`src/rtl/nrs_pkg.sv`:
```
// Shared types and constants for the NRS Gold-sequence producer.
package nrs_pkg;

   typedef enum logic [1:0] {
      IDLE = 2'd0,
      WARM = 2'd1,
      GEN  = 2'd2,
      DONE = 2'd3
   } nrs_state_e;

   localparam int NRS_NC   = 1600;
   localparam int LFSR_LEN = 31;

   // Feedback taps relative to x(n): x1 uses {3,0}, x2 uses {3,2,1,0}
   localparam logic [LFSR_LEN-1:0] X1_TAPS = 31'h0000_0009;
   localparam logic [LFSR_LEN-1:0] X2_TAPS = 31'h0000_000F;

   function automatic int max_int(input int a, input int b);
      return (a > b) ? a : b;
   endfunction

endpackage

```
`src/rtl/nrs_lfsr31.sv`:
```
// 31-bit Fibonacci LFSR; bit 0 is x(n), the feedback bit enters at bit 30.
module nrs_lfsr31
   import nrs_pkg::*;
#(
   parameter logic [LFSR_LEN-1:0] TAPS = X1_TAPS
) (
   input  logic                clk,
   input  logic                rst,
   input  logic                load,
   input  logic [LFSR_LEN-1:0] load_val,
   input  logic                shift,
   output logic [LFSR_LEN-1:0] state
);

   logic feedback;

   assign feedback = ^(state & TAPS);

   always_ff @(posedge clk or posedge rst) begin
      if (rst) begin
         state <= '0;
      end else if (load) begin
         state <= load_val;
      end else if (shift) begin
         state <= {feedback, state[LFSR_LEN-1:1]};
      end
   end

endmodule

```
`src/rtl/nrs_gold_seq_gen.sv`:
```
// Gold-sequence c(n) producer: fast-forwards NC+SEQ_OFFSET bits, then writes
// WIDTH_REG bits into the NRS register, one per clock.
//
// state | meaning
// IDLE  | outputs low, waiting for start (samples c_init)
// WARM  | fast-forward both LFSRs for NC+SEQ_OFFSET cycles
// GEN   | one register write per cycle, wr_addr = cnt
// DONE  | one-cycle done pulse, then back to IDLE
module nrs_gold_seq_gen
   import nrs_pkg::*;
#(
   parameter int WIDTH_REG  = 16,
   parameter int LINES      = $clog2(WIDTH_REG),
   parameter int NC         = NRS_NC,
   parameter int SEQ_OFFSET = 0
) (
   input  logic                clk,
   input  logic                rst,
   input  logic                start,
   input  logic [30:0]         c_init,
   output logic                wr_en,
   output logic [LINES-1:0]    wr_addr,
   output logic                c_n,
   output logic                busy,
   output logic                done
);

   localparam logic [1:0] S_IDLE = IDLE;
   localparam logic [1:0] S_WARM = WARM;
   localparam logic [1:0] S_GEN  = GEN;
   localparam logic [1:0] S_DONE = DONE;

   localparam int WARM_LEN = NC + SEQ_OFFSET;
   // Wide enough for both phases so the counter can never wrap
   localparam int CNT_W = $clog2(max_int(WARM_LEN, WIDTH_REG) + 1);
   localparam logic [CNT_W-1:0] WARM_LAST = CNT_W'(WARM_LEN - 1);
   localparam logic [CNT_W-1:0] GEN_LAST  = CNT_W'(WIDTH_REG - 1);

   logic [1:0]          state;
   logic [CNT_W-1:0]    cnt;
   logic [LFSR_LEN-1:0] x1;
   logic [LFSR_LEN-1:0] x2;
   logic                lfsr_load;
   logic                lfsr_shift;
   logic                in_gen;

   assign lfsr_load  = (state == S_IDLE) && start;
   assign lfsr_shift = (state == S_WARM) || (state == S_GEN);

   nrs_lfsr31 #(.TAPS(X1_TAPS)) u_x1 (
      .clk      (clk),
      .rst      (rst),
      .load     (lfsr_load),
      .load_val (LFSR_LEN'(1)),
      .shift    (lfsr_shift),
      .state    (x1)
   );

   nrs_lfsr31 #(.TAPS(X2_TAPS)) u_x2 (
      .clk      (clk),
      .rst      (rst),
      .load     (lfsr_load),
      .load_val (c_init),
      .shift    (lfsr_shift),
      .state    (x2)
   );

   always_ff @(posedge clk or posedge rst) begin
      if (rst) begin
         state <= S_IDLE;
         cnt   <= '0;
      end else begin
         case (state)
            S_IDLE: begin
               if (start) begin
                  state <= S_WARM;
                  cnt   <= '0;
               end
            end
            S_WARM: begin
               if (cnt == WARM_LAST) begin
                  state <= S_GEN;
                  cnt   <= '0;
               end else begin
                  cnt <= cnt + 1'b1;
               end
            end
            S_GEN: begin
               if (cnt == GEN_LAST) begin
                  state <= S_DONE;
                  cnt   <= '0;
               end else begin
                  cnt <= cnt + 1'b1;
               end
            end
            S_DONE: begin
               state <= S_IDLE;
            end
            default: begin
               state <= S_IDLE;
               cnt   <= '0;
            end
         endcase
      end
   end

   // Outputs decode from registers only; start/c_init never reach them
   always_comb begin
      in_gen  = (state == S_GEN);
      wr_en   = in_gen;
      wr_addr = in_gen ? cnt[LINES-1:0] : '0;
      c_n     = in_gen & (x1[0] ^ x2[0]);
      busy    = (state == S_WARM) || in_gen;
      done    = (state == S_DONE);
   end

endmodule

```
`config.mk`:
```
export PLATFORM = sky130hd
export DESIGN_NAME = nrs_gold_seq_gen
export DESIGN_NICKNAME = d
export VERILOG_FILES = /design/src/rtl/nrs_pkg.sv /design/src/rtl/nrs_lfsr31.sv /design/src/rtl/nrs_gold_seq_gen.sv
export SDC_FILE = /design/constraint.sdc
export NUM_CORES = 1
export LEC_CHECK = 0
export ABC_CLOCK_PERIOD_IN_PS = 3200
export CAP_MARGIN = 30
export CORE_ASPECT_RATIO = 1.1
export CORE_MARGIN = 4
export CORE_UTILIZATION = 50
export CTS_CLUSTER_SIZE = 20
export DETAILED_ROUTE_END_ITERATION = 8
export MAX_ROUTING_LAYER = met4
export PLACE_DENSITY = 0.7
export SYNTH_ARGS = -nofsm -noshare
export SYNTH_HDL_FRONTEND = slang
export SYNTH_SLANG_ARGS = --single-unit
```
`constraint.sdc`:
```
create_clock -name clk -period 3.2 [get_ports clk]
set_clock_uncertainty 0.15 [all_clocks]
set_input_delay 0.64 -clock clk [delete_from_list [all_inputs] [get_ports clk]]
set_output_delay 0.64 -clock clk [all_outputs]
set_load 0.01 [all_outputs]
```
==> results of run 1 <==
[power groups by stage]
stage	Sequential (W)	Clock [W]	Combinational, W
floorplan	0.000966	0	0.0000142
global placement	0.000966	0	0.0000643
detailed placement	0.000966	0	0.0000650
CTS	0.000947	0.000756	0.0000651
global route	0.000947	0.000796	0.0000692
finish	0.000947	0.000729	0.0000630
[per-stage QoR]
| stage | cells | worst slack [ps] | power, W | hold WS [ps] |
|---|---|---|---|---|
| floorplan | 350 | 500 | 0.000980 | 308 |
| global placement | 462 | 765 | 0.00103 | 322 |
| detailed placement | 462 | 713 | 0.00103 | 323 |
| CTS | 477 | 327 | 0.00177 | 341 |
| global route | 477 | 272 | 0.00181 | 362 |
| finish | 477 | 369 | 0.00174 | 338 |
[flip-flops by register name (all words and copies together) (netlist names)]
register / cells
cnt: 11
u_x1.state: 31
state: 2
u_x2.state: 31
[synthesized netlist by cell type (3+ instances only)]
cell / instances
o211ai_1: 6
mux2i_1: 61
nor4_1: 3
and2_1: 8
nand2_1: 50
dfrtp_1: 75
nor3_1: 4
buf_2: 7
inv_1: 7
xnor2_1: 3
o21ai_1: 3
nor2_1: 34
nand3_1: 4
clkbuf_1: 13
o311ai_1: 4
o21ai_0: 33
ha_1: 7
[layout make-up]
cell class              count  area, µm²  share of cell area (%)
clock buffers              11        151                    3.46
clock inverters             4       50.0                    1.14
inverters                   7       26.3                   0.601
multi-input cells         247       1690                    38.6
flip-flops and latches     75       1880                    42.9
well taps                  85        106                    2.43
repair buffers             48        475                    10.9
[kinds of logic after synthesis]
| kind of cell | share of synthesized area (%) |
|---|---|
| flip-flops | 51.1 |
| AND/OR/NAND/NOR | 14.4 |
| adder cells (fa/ha/maj) | 2.39 |
| AO/OA/AOI/OAI | 10.8 |
| buffers and inverters | 3.21 |
| XOR/XNOR | 1.19 |
| multiplexers | 16.9 |
[per-layer routing]
layer  track usage [%]  vias to the layer above  wire length (µm)
met5                 -                        -                 0
met4              6.64                        0                89
met3              4.14                       10               288
met2              26.9                       66              3290
met1              22.1                     1233              3170
li1                  -                     1291                 -
[path summary, 6_finish.rpt]
path	cells after the start	slack [ps]	end
min in group asynchronous	2	620	u_x1.state[4]$_DFFE_PP0P_
hold / removal	1	340	u_x1.state[0]$_DFFE_PP0P_
max in group asynchronous	3	1580	cnt[1]$_DFFE_PP0P_
setup reg to reg	6	950	cnt[8]$_DFFE_PP0P_
hold reg to reg	1	340	u_x1.state[0]$_DFFE_PP0P_
setup / recovery	4	370	c_n
[critical path: cells and delay by family, from the launching register on]
kind	cells	cell delay [ps]
flip-flops	1	430
AND/OR/NAND/NOR	1	200
buffers and inverters	2	710
adder cells (fa/ha/maj)	1	370
==> results.tsv, run 1 <==
stage	metric	value	unit
timing	rsz0062_at_grt	false	
floorplanning	core_area	7090	µm²
clock_network	tritoncts	built	
clock_network	clock_path_buffers	2	
clock_network	cts_inserted_buffers	9	
clock_network	cts.htree.levels	3	
power	power.internal	0.00138	W
timing	max-slew-margin-rel	45.0	%
finish	final_area	4380	µm²
detailed_routing	drc	0	
logic_synthesis	ys_ff_latch	75	
clock_network	ctsHoldBuffers	0	
outcome	status	finished clean	
detailed_routing	dr.first_iter.drc_count	75	
finish	mostFrequentLayoutCell	dfrtp_1	
setup_path	cp-end-kind	output pin	
logic_synthesis	ys_types	42	
finish	nets	429	
logic_synthesis	syn_area_per_cell	10.5	µm²
global_route	grt_max_degree	41	
power	p_switching	0.000356	W
detailed_routing	vias	2600	
finish	areaGrowthSynthToFinish	19.2	%
logic_synthesis	ys.flop_type	dfrtp_1	
finish	drive_above_1_share	8.67	%
logic_synthesis	synth_area_leaders	dfrtp_1, mux2i_1, nand2_1, o21ai_0, nor2_1	
min_path	min_path_type	flip-flop to flip-flop	
detailed_routing	detail-route-antenna-nets	0	
logic_synthesis	netlist_area	3670	µm²
timing	slew_violations	0	
clock_network	root_buffer	clkbuf_8	
logic_synthesis	yosysWarnings	0	
min_path	min_from	u_x1.state[1]$_DFFE_PP0P_	
global_route	grt_pass1_vias	2636	
logic_synthesis	syn_inst	350	
timing	fin_crit	2830	ps
global_route	grt_usage	17.5	%
placed_design	io_buffers	41	
finish	final_cell_mix	dfrtp_1, mux2i_1, nand2_1, clkdlybuf4s50_1, nor2_1	
timing	finalSetupViolCount	0	
floorplanning	ioPinCount	42	
global_route	antenna_found_initial	0	
logic_synthesis	synthDominantCellAreaShare	51.1	%
floorplanning	die_x	89.7	µm
setup_path	reg2reg_from	state[0]$_DFFE_PP0P_	
timing	final_hold_viol_count	0	
power	p_sw_share	20.5	%
finish	nFillCells	593	
power	seq_power_share	54.5	%
setup_path	required	2410	ps
clock_network	cts_setup_buffers	0	
floorplanning	start_util	51.8	%
floorplanning	dieArea	8780	µm²
setup_path	slowest_delay	540	ps
detailed_routing	drt_wl_total	6.84	mm
timing	tns	0	ps
finish	antenna_cells	0	
placed_design	dpl.hpwl	4.78	mm
power	clockPowerShare	41.9	%
power	p_leak	2.32	nW
setup_path	crit_start	state[0]$_DFFE_PP0P_	
power	power_per_cell_area	397	nW/µm²
logic_synthesis	synth_edf_count	0	
timing	clock.fmax	0.353	GHz
floorplanning	die_y	97.9	µm
timing	tightest_slew	823	ps
logic_synthesis	syn_nets	391	
run	maxCapViolations	0	
global_route	grt_pass1_wl	11.8	mm
logic_synthesis	synth_area_leader_cell	dfrtp_1	
setup_path	critPathSlowestCell	clkdlybuf4s50_1	
clock_network	clk_pin_slew	70	ps
detailed_routing	drt_pre_antenna_iters	4	
setup_path	arrival	2040	ps
clock_network	clock_sinks	75	
timing	fin_crit_sh	88.5	%
clock_network	insertion_delay	340	ps
placed_design	gp_congestion	0.835	
setup_path	worst_setup_path_start_kind	flip-flop	
logic_synthesis	seq_area_frac_synth	51.1	%
floorplanning	rows	32	
setup_path	crit_fanout	9	
detailed_routing	vias_per_cell	5.45	
clock_network	cts_resized	0	
detailed_routing	avgRoutedWirePerCell	14.3	µm
power	irDropWorstVdd	0.241	mV
finish	final_util	61.7	%
global_route	overflow	0	
power	combPwrFrac	3.6	%
setup_path	path_cells	inv_1 -> ha_1 -> and2_1 -> clkdlybuf4s50_1	
logic_synthesis	synthArstFlopShare	100	%
placed_design	post_dp_cell_area	4170	µm²
setup_path	worstSetupPathType	flip-flop to output pin	
Power figures use the tool's default switching activity.
==> inputs of run 2 (changes only) <==
Settings changed: ABC_CLOCK_PERIOD_IN_PS 3200 to 3000, CORE_ASPECT_RATIO 1.1 to not set.
Clock period 3.2 ns to 3 ns, I/O delays scaled along.
==> run 2 against run 1 <==
Compared with the run above:
- non-clock buffer count is 4 lower
- first-iteration DRC count is 140% higher
- critical path depth stayed put
- flip-flop and latch count stayed put
==> results.tsv, run 2 (synthesis gave the netlist of run 1 again) <==
stage	metric	value	unit	change
detailed_routing	drt_wl_total	6.66	mm	was 6.84 mm
timing	slew_violations	0		unchanged
detailed_routing	dr.first_iter.drc_count	180		was 75
finish	reg_top3	u_x1.state x31, u_x2.state x31, cnt x11		unchanged
timing	tns	0	ps	unchanged
setup_path	path_cells	inv_1 -> ha_1 -> and2_1 -> clkdlybuf4s50_1		unchanged
global_route	antenna_found_initial	0		unchanged
power	power_per_cell_area	447	nW/µm²	was 397 nW/µm²
setup_path	cp-end-kind	output pin		unchanged
timing	rsz0062_at_grt	false		unchanged
run	maxCapViolations	0		unchanged
setup_path	critPathSlowestCell	clkdlybuf4s50_1		unchanged
floorplanning	start_util	52.8	%	was 51.8%
outcome	status	finished clean		unchanged
power	irDropWorstVdd	0.230	mV	was 0.241 mV
finish	final_area	4410	µm²	was 4380 µm²
timing	final_hold_viol_count	0		unchanged
floorplanning	core_area	6940	µm²	was 7090 µm²
timing	tightest_slew	1000	ps	was 823 ps
min_path	min_path_type	flip-flop to flip-flop		unchanged
clock_network	cts_setup_buffers	0		unchanged
global_route	grt_usage	17.1	%	was 17.5%
clock_network	clock_path_buffers	2		unchanged
setup_path	arrival	2030	ps	was 2040 ps
finish	antenna_cells	0		unchanged
finish	drive_above_1_share	7.97	%	was 8.67%
setup_path	crit_start	state[0]$_DFFE_PP0P_		unchanged
clock_network	cts_resized	0		unchanged
floorplanning	die_y	93.7	µm	was 97.9 µm
power	p_leak	2.32	nW	about the same
clock_network	insertion_delay	340	ps	about the same
setup_path	required	2250	ps	was 2410 ps
global_route	grt_max_degree	65		was 41
setup_path	slowest_delay	530	ps	was 540 ps
placed_design	post_dp_cell_area	4170	µm²	about the same
placed_design	dpl.hpwl	4.57	mm	was 4.78 mm
setup_path	critical-path-top-delay-family	buffers and inverters		unchanged
timing	clock.fmax	0.360	GHz	
detailed_routing	avgRoutedWirePerCell	13.7	µm	was 14.3 µm
finish	final_cell_mix	dfrtp_1, mux2i_1, nand2_1, clkdlybuf4s50_1, nor2_1		unchanged
global_route	grt_pass1_wl	11.7	mm	was 11.8 mm
min_path	min_from	u_x1.state[1]$_DFFE_PP0P_		unchanged
floorplanning	ioPinCount	42		unchanged
clock_network	cts.htree.levels	3		unchanged
clock_network	root_buffer	clkbuf_8		unchanged
clock_network	ctsHoldBuffers	0		unchanged
global_route	grt_pass1_vias	2638		was 2636
detailed_routing	drc	0		unchanged
timing	setup_ws	221	ps	was 369 ps
clock_network	cts_inserted_buffers	9		unchanged
timing	max-slew-margin-rel	33.3	%	was 45.0%
detailed_routing	drt_pre_antenna_iters	4		unchanged
finish	nets	425		was 429
placed_design	gp_congestion	0.891		was 0.835
detailed_routing	vias_per_cell	5.25		was 5.45
floorplanning	die_x	93.7	µm	was 89.7 µm
placed_design	dp_slack	564	ps	was 713 ps
placed_design	io_buffers	41		unchanged
setup_path	crit_fanout	9		unchanged
power	power	0.00197	W	was 0.00174 W
clock_network	clock_sinks	75		unchanged
timing	fin_crit	2780	ps	
setup_path	reg2reg_from	state[0]$_DFFE_PP0P_		unchanged
finish	areaGrowthSynthToFinish	20.0	%	was 19.2%
detailed_routing	vias	2548		was 2600
floorplanning	dieArea	8770	µm²	was 8780 µm²
finish	mostFrequentLayoutCell	dfrtp_1		unchanged
clock_network	tritoncts	built		unchanged
timing	finalSetupViolCount	0		unchanged
setup_path	worstSetupPathType	flip-flop to output pin		unchanged
setup_path	worst_setup_path_start_kind	flip-flop		unchanged
floorplanning	rows	30		was 32
clock_network	clk_pin_slew	80	ps	was 70 ps
timing	fin_crit_sh	92.6	%	
detailed_routing	detail-route-antenna-nets	0		unchanged
global_route	overflow	0		unchanged
setup_path	critical_path_buf_inv_count	2		unchanged
[run 2: cell types whose count changed in the layout (fill, tap and decap cells not counted), sizes merged]
cell / change
clkinv: -1
buf: -4
inv: +1
bufinv: +1
[run 2: power breakdown]
group / internal [W] / switching (W) / total [W] / leakage (nW)
sequential: 0.00101 / 0 / 0.00101 / 0.996
clock: 0.000517 / 0.000375 / 0.000892 / 0.112
combinational: 0.0000404 / 0.0000254 / 0.0000658 / 1.21
[run 2: through the flow]
stage / util [%] / cells / hold WS [ps]
after floorplan: - / 350 / 308
after global placement: 60.1 / 469 / 325
after detailed placement: 60.1 / 469 / 331
after CTS: 63.4 / 485 / 352
after global routing: 63.4 / 485 / 386
final: 63.4 / 485 / 351
[run 2: path summary, 6_finish.rpt]
kind / slack (ps) / to / cells after the start
worst min-delay path: 350 / u_x1.state[0]$_DFFE_PP0P_ / 1
worst max-delay path: 220 / c_n / 4
worst min register to register: 350 / u_x1.state[0]$_DFFE_PP0P_ / 1
max in group asynchronous: 1620 / u_x1.state[9]$_DFFE_PP0P_ / 3
min in group asynchronous: 440 / u_x2.state[3]$_DFFE_PP0P_ / 2
worst max register to register: 660 / u_x2.state[7]$_DFFE_PP0P_ / 5
[run 2: area by class of cell]
type | count | area (µm²)
clock buffer | 11 | 151
clock inverter | 5 | 83.8
fill | 586 | 2540
inverter | 7 | 26.3
multi-input combinational | 247 | 1690
sequential | 75 | 1880
tap | 96 | 120
timing repair buffer | 44 | 458
[run 2: per-layer routing]
layer,routed length (µm),track usage (%)
met5,0,-
met4,61,6.26
met3,187,2.88
met2,3290,29.2
met1,3120,20.5
